`src/rtl/gpu_line_raster_if.sv`:
```
// Pixel write stream from the line rasteriser to the AHB master write port.
// master = rasteriser side, slave = memory write side.
interface gpu_line_raster_if;
  logic        pix_valid;
  logic        pix_ready;
  logic [31:0] pix_addr;
  logic [31:0] pix_data;

  modport master (output pix_valid, pix_addr, pix_data, input pix_ready);
  modport slave  (input pix_valid, pix_addr, pix_data, output pix_ready);
endinterface

```
`src/rtl/gpu_line_raster.sv`:
```
// Parametrised Bresenham line rasteriser: one framebuffer pixel write per step.
// Optional macro GPU_RASTER_CLIP_EN skips steps outside SCREEN_W x SCREEN_H.
module gpu_line_raster #(
  parameter int          X_BITS        = 9,
  parameter int          Y_BITS        = 8,
  parameter int          SCREEN_W      = 320,
  parameter int          SCREEN_H      = 240,
  parameter int          PIX_BITS      = 24,
  parameter int          NUM_BUFFERS   = 2,
  parameter int          BYTES_PER_PIX = 4,
  parameter logic [31:0] BASE_ADDR     = 32'h0,
  localparam int         BUF_BITS      = (NUM_BUFFERS > 1) ? $clog2(NUM_BUFFERS) : 1
) (
  input  logic                clk,
  input  logic                rst,
  input  logic                start,
  input  logic                abort,
  input  logic [X_BITS-1:0]   x0,
  input  logic [X_BITS-1:0]   x1,
  input  logic [Y_BITS-1:0]   y0,
  input  logic [Y_BITS-1:0]   y1,
  input  logic [PIX_BITS-1:0] color,
  input  logic [BUF_BITS-1:0] buf_sel,
  output logic                busy,
  output logic                done,
  gpu_line_raster_if.master   pix
);

  // Two spare bits: one for sign, one so that 2*err never overflows.
  localparam int CW = ((X_BITS > Y_BITS) ? X_BITS : Y_BITS) + 2;
  typedef logic signed [CW-1:0] coord_t;

  typedef struct packed {
    coord_t              x1;
    coord_t              y1;
    logic [BUF_BITS-1:0] buf_sel;
  } cmd_t;

  localparam logic [1:0] S_IDLE  = 2'd0;
  localparam logic [1:0] S_SETUP = 2'd1;
  localparam logic [1:0] S_PLOT  = 2'd2;
  localparam logic [1:0] S_DONE  = 2'd3;

  logic [1:0]  state;
  cmd_t        cmd;
  coord_t      cx, cy, dx, dy, err;
  logic        sx_neg, sy_neg;
  logic [31:0] addr_q, data_q;

  coord_t e2, nx, ny, nerr, ddx, ddy, adx, ady;
  logic   vis, last, adv;

  function automatic logic [31:0] addr_of(input coord_t x, input coord_t y,
                                          input logic [BUF_BITS-1:0] b);
    logic [31:0] row;
    row = 32'(b) * 32'(SCREEN_H) + 32'(y);
    return BASE_ADDR + (row * 32'(SCREEN_W) + 32'(x)) * 32'(BYTES_PER_PIX);
  endfunction

  always_comb begin
    ddx = cmd.x1 - cx;
    ddy = cmd.y1 - cy;
    adx = (ddx < 0) ? -ddx : ddx;
    ady = (ddy < 0) ? -ddy : ddy;
  end

  always_comb begin
    e2   = err <<< 1;
    nx   = cx;
    ny   = cy;
    nerr = err;
    if (e2 >= dy) begin
      nerr = nerr + dy;
      nx   = sx_neg ? cx - coord_t'(1) : cx + coord_t'(1);
    end
    if (e2 <= dx) begin
      nerr = nerr + dx;
      ny   = sy_neg ? cy - coord_t'(1) : cy + coord_t'(1);
    end
  end

`ifdef GPU_RASTER_CLIP_EN
  assign vis = (int'(cx) < SCREEN_W) && (int'(cy) < SCREEN_H);
`else
  assign vis = 1'b1;
`endif

  assign last = (cx == cmd.x1) && (cy == cmd.y1);
  // A clipped step advances unconditionally; a visible one waits for ready.
  assign adv  = (state == S_PLOT) && (!vis || pix.pix_ready);

  assign busy          = (state == S_SETUP) || (state == S_PLOT);
  assign done          = (state == S_DONE);
  assign pix.pix_valid = (state == S_PLOT) && vis;
  assign pix.pix_addr  = addr_q;
  assign pix.pix_data  = data_q;

  always_ff @(posedge clk or posedge rst) begin
    if (rst) begin
      state  <= S_IDLE;
      cmd    <= '0;
      cx     <= '0;
      cy     <= '0;
      dx     <= '0;
      dy     <= '0;
      err    <= '0;
      sx_neg <= 1'b0;
      sy_neg <= 1'b0;
      addr_q <= '0;
      data_q <= '0;
    end else begin
      case (state)
        S_IDLE: if (start) begin
          state       <= S_SETUP;
          cmd.x1      <= coord_t'(x1);
          cmd.y1      <= coord_t'(y1);
          cmd.buf_sel <= buf_sel;
          cx          <= coord_t'(x0);
          cy          <= coord_t'(y0);
          data_q      <= 32'(color);
        end
        S_SETUP: if (abort) begin
          state <= S_IDLE;
        end else begin
          dx     <= adx;
          dy     <= -ady;
          sx_neg <= ddx < 0;
          sy_neg <= ddy < 0;
          err    <= adx - ady;
          addr_q <= addr_of(cx, cy, cmd.buf_sel);
          state  <= S_PLOT;
        end
        S_PLOT: if (abort) begin
          state <= S_IDLE;
        end else if (adv) begin
          if (last) begin
            state <= S_DONE;
          end else begin
            cx     <= nx;
            cy     <= ny;
            err    <= nerr;
            addr_q <= addr_of(nx, ny, cmd.buf_sel);
          end
        end
        S_DONE:  state <= S_IDLE;
        default: state <= S_IDLE;
      endcase
    end
  end

endmodule

```
`src/flat_wrapper.sv`:
```
// flat-port wrapper written by rule: the top's interface ports become plain ports
module gpu_line_raster_flat 
#(
  parameter int          X_BITS        = 9,
  parameter int          Y_BITS        = 8,
  parameter int          SCREEN_W      = 320,
  parameter int          SCREEN_H      = 240,
  parameter int          PIX_BITS      = 24,
  parameter int          NUM_BUFFERS   = 2,
  parameter int          BYTES_PER_PIX = 4,
  parameter logic [31:0] BASE_ADDR     = 32'h0,
  localparam int         BUF_BITS      = (NUM_BUFFERS > 1) ? $clog2(NUM_BUFFERS) : 1
)
  (clk, rst, start, abort, x0, x1, y0, y1, color, buf_sel, busy, done, pix_pix_valid, pix_pix_addr, pix_pix_data, pix_pix_ready);
  gpu_line_raster_if pix_i ();
  input  logic clk;
  input  logic rst;
  input  logic start;
  input  logic abort;
  input  logic [X_BITS-1:0] x0;
  input  logic [X_BITS-1:0] x1;
  input  logic [Y_BITS-1:0] y0;
  input  logic [Y_BITS-1:0] y1;
  input  logic [PIX_BITS-1:0] color;
  input  logic [BUF_BITS-1:0] buf_sel;
  output logic busy;
  output logic done;
  output wire logic [$bits(pix_i.pix_valid)-1:0] pix_pix_valid;
  output wire logic [$bits(pix_i.pix_addr)-1:0] pix_pix_addr;
  output wire logic [$bits(pix_i.pix_data)-1:0] pix_pix_data;
  input wire logic [$bits(pix_i.pix_ready)-1:0] pix_pix_ready;
  assign pix_pix_valid = pix_i.pix_valid;
  assign pix_pix_addr = pix_i.pix_addr;
  assign pix_pix_data = pix_i.pix_data;
  assign pix_i.pix_ready = pix_pix_ready;
  gpu_line_raster #(.X_BITS(X_BITS), .Y_BITS(Y_BITS), .SCREEN_W(SCREEN_W), .SCREEN_H(SCREEN_H), .PIX_BITS(PIX_BITS), .NUM_BUFFERS(NUM_BUFFERS), .BYTES_PER_PIX(BYTES_PER_PIX), .BASE_ADDR(BASE_ADDR)) u_core (.clk(clk), .rst(rst), .start(start), .abort(abort), .x0(x0), .x1(x1), .y0(y0), .y1(y1), .color(color), .buf_sel(buf_sel), .busy(busy), .done(done), .pix(pix_i));
endmodule
```
`config.mk`:
```
export PLATFORM = sky130hd
export DESIGN_NAME = gpu_line_raster_flat
export DESIGN_NICKNAME = d
export VERILOG_FILES = /design/src/rtl/gpu_line_raster_if.sv /design/src/rtl/gpu_line_raster.sv /design/src/flat_wrapper.sv
export SDC_FILE = /design/constraint.sdc
export NUM_CORES = 1
export LEC_CHECK = 0
export ABC_AREA = 1
export BUFFER_PORTS_ARGS = -buffer_cell sky130_fd_sc_hd__buf_2
export CAP_MARGIN = 20
export CORE_MARGIN = 4
export CORE_UTILIZATION = 65
export CTS_BUF_LIST = sky130_fd_sc_hd__clkbuf_2 sky130_fd_sc_hd__clkbuf_4 sky130_fd_sc_hd__clkbuf_8
export DETAILED_ROUTE_END_ITERATION = 8
export GPL_TIMING_DRIVEN = 1
export PLACE_DENSITY_LB_ADDON = 0.08
export SETUP_SLACK_MARGIN = 0.4
export SLEW_MARGIN = 15
export SYNTH_ARGS = -nofsm -noshare
export SYNTH_HDL_FRONTEND = slang
export SYNTH_SLANG_ARGS = --single-unit
export TNS_END_PERCENT = 1
```
`constraint.sdc`:
```
create_clock -name clk -period 17.67 [get_ports clk]
set_input_delay 1.767 -clock clk [delete_from_list [all_inputs] [get_ports clk]]
set_output_delay 1.767 -clock clk [all_outputs]
set_load 0.005 [all_outputs]
```
==> flow_metrics.tcl <==
set metrics [dict create \
    first_iter_violations 1309 \
    fillers 1872 \
    cts_setup_buffers 0 \
    wl_per_cell_um 17.0 \
    r2r_slack_ns 10.25 \
    clk_path_buf_depth 2 \
    area_growth_pct 8.37 \
    synth_top_family_by_area "simple AND/OR/NAND/NOR gates" \
    setup_viol 0 \
    max_stage_delay_ns 0.49 \
    postSynthCellCount 2090 \
    ys_ff_latch 130 \
    worst_slew_pin_slew_ns 0.909 \
    first_pass_iters 8 \
    grt_pass1_vias 13649 \
    crit_path_start_kind "register" \
    ys_seq_area_frac 0.227 \
    syn_avg_cell_area_sq_um 6.85 \
    cap_viol_max_count 0 \
    place_ws_ns 10.48 \
    utilization 0.713 \
    critPathCapture "u_core.pix.pix_addr[28]" \
    grt_pass1_wl_um 68100 \
    num_vias 14622 \
    io_pins 131 \
    syn_area_sq_um 14300 \
    die_area_sq_um 24500 \
    synth_edf_count 0 \
    min_period_over_period 0.420 \
    post_synth_num_cell_types 57 \
    port-buffer-count 120 \
    async_flop_share 1.00 \
    grt_max_degree 75 \
    row_count 54 \
    numCtsBuffers 17 \
    cp.arrival_ns 7.80 \
    rsz0062_at_grt "no" \
    clock_latency_ns 0.48 \
    tns_ns 0 \
    max_freq_mhz 135 \
    grt_use_total 0.342 \
    gp_congestion 1.02 \
    drt-total-wl_um 42200 \
    drive_gt1_frac 0.105 \
    synth_xor_area_frac 0.0508 \
    setup_ws_ns 10.25 \
    synth_fa_ha_area_frac 0.182 \
    cts.clk_slew.worst_paths_ns 0.10 \
    synthFlopType "dfrtp_1" \
    path_max_fanout 24 \
    yosys.area.top_type "dfrtp_1" \
    synthDominantCellAreaShare 0.227 \
    cts_tree "done" \
    synthTopCellsByCount "nand2_1, inv_1, ha_1" \
    core_sq_um 21800 \
    yosysWarnings 0 \
    r2r-start "u_core.err[9]" \
    finalMaxSlewViolations 0 \
    yosysMostFrequentCell "nand2_1" \
    relSlewSlack 0.394 \
    clockRootBuffer "clkbuf_8" \
    antenna_found_initial 0 \
    synth_compound_gate_area_share 0.178 \
    synth.area.top_cells "dfrtp_1, ha_1, nand2_1" \
    cts.repair.resized 0 \
    antenna_left 0 \
    synth-simple-area-share 0.270 \
    hp-class "reg2reg" \
    h-tree-depth 4 \
    required_ns 18.05 \
    crit_type "reg2reg" \
    remaining_drc_errors 0 \
    diodes 0 \
    vias_per_cell 5.88 \
    end_kind "register" \
    die_w_um 156 \
    hold_violations 0 \
    place_hpwl_um 32900 \
    reg2regPathDepth 33 \
    dieHeight_um 156 \
    fin_crit_ns 7.42 \
    cts_sinks 130 \
    whs_ns 0.476 \
    overflow 0 \
    crit_start "u_core.err[9]" \
    slowest_stage "o21ai_0" \
    skew_ns 0.0180 \
    outcome "completed" \
    initial_core_util 0.658 \
    r2r-end "u_core.pix.pix_addr[28]" \
    layout.nets 2458 \
    ctsHoldBuffers 0 \
    muxShareOfSynthArea 0.00157 \
]
## metrics by stage
stage,instances,instance area (sq um)
after floorplan,2099,14400
after global placement,2455,15100
after detailed placement,2455,15100
after CTS,2487,15500
after global routing,2487,15500
final,2487,15500
## layer usage
metal  up-vias  global-route usage  part of all wire
li1       7174                   -                 -
met5         -                   0                 0
met1      6761               0.495              0.45
met4         0              0.0752             0.019
met3        60              0.0575             0.086
met2       627               0.540              0.44
## area by class of cell
| type | count | area, sq um | share of cell area |
|---|---|---|---|
| Timing Repair Buffer | 130 | 676 | 0.0435 |
| Clock inverter | 15 | 160 | 0.0103 |
| Inverter | 271 | 1030 | 0.0663 |
| Tap cell | 280 | 350 | 0.0226 |
| Multi-Input combinational cell | 1644 | 9820 | 0.633 |
| Sequential cell | 130 | 3250 | 0.210 |
| Clock buffer | 17 | 234 | 0.0151 |
## flip-flops by register name, summed over array words and instances (netlist names)
name and count:
u_core.err 10, u_core.sx_neg 1, u_core.cmd 18, u_core.pix.pix_addr 30
u_core.pix.pix_data 24, u_core.cy 11, u_core.dx 11, u_core.sy_neg 1
u_core.cx 11, u_core.dy 11, u_core.state 2
## cell families (layout without fill, tap and decap cells)
group	after synthesis	in the layout
buffers and inverters	325	433
XOR/XNOR	83	83
AO/OA/AOI/OAI	452	452
adder cells (fa/ha/maj)	200	200
other	1	10
multiplexers	2	2
flip-flops	130	130
AND/OR/NAND/NOR	897	897
## how the worst min path moves through the flow
stage,slack [ns],cells past startpoint,endpoint,startpoint
2_1_floorplan,0.45,2,u_core.cmd[14],u_core.cmd[14]
3_3_place_gp,0.45,2,u_core.pix.pix_addr[9],u_core.pix.pix_addr[9]
3_5_place_dp,0.46,2,u_core.pix.pix_addr[11],u_core.pix.pix_addr[11]
4_1_cts,0.48,2,u_core.pix.pix_addr[11],u_core.pix.pix_addr[11]
5_1_grt,0.50,2,u_core.pix.pix_data[5],u_core.pix.pix_data[5]
6_report,0.48,1,u_core.pix.pix_addr[24],u_core.pix.pix_addr[24]
## worst max-delay path, delay by kind of cell, from the launching register on
family | cells | cell delay [ns]
AO/OA/AOI/OAI | 10 | 2.19
adder cells (fa/ha/maj) | 6 | 1.97
AND/OR/NAND/NOR | 13 | 1.93
flip-flops | 1 | 0.42
XOR/XNOR | 2 | 0.41
buffers and inverters | 2 | 0.37
## cell usage in the layout, fill, tap and decap left out, drive strengths merged, types with 2 or more instances in the layout
cell type,instances
buf,130
a2bb2oi,9
o21bai,12
fa,13
a31o,2
nor3,23
ha,187
nand4,36
o221ai,2
nand3,128
a21boi,4
mux2,2
a22oi,12
o211ai,2
a21oi,187
xnor2,21
conb,10
o22ai,18
xor2,62
inv,281
o31ai,4
nand2,556
or2,10
nor4,3
clkbuf,17
a31oi,6
a21o,14
and2,2
nand3b,9
o21ai,162
o21a,12
clkinv,4
nor2,129
dfrtp,130
Power is not shown: default switching activity piles up to over one toggle a cycle in this logic, so the estimate is an artifact.
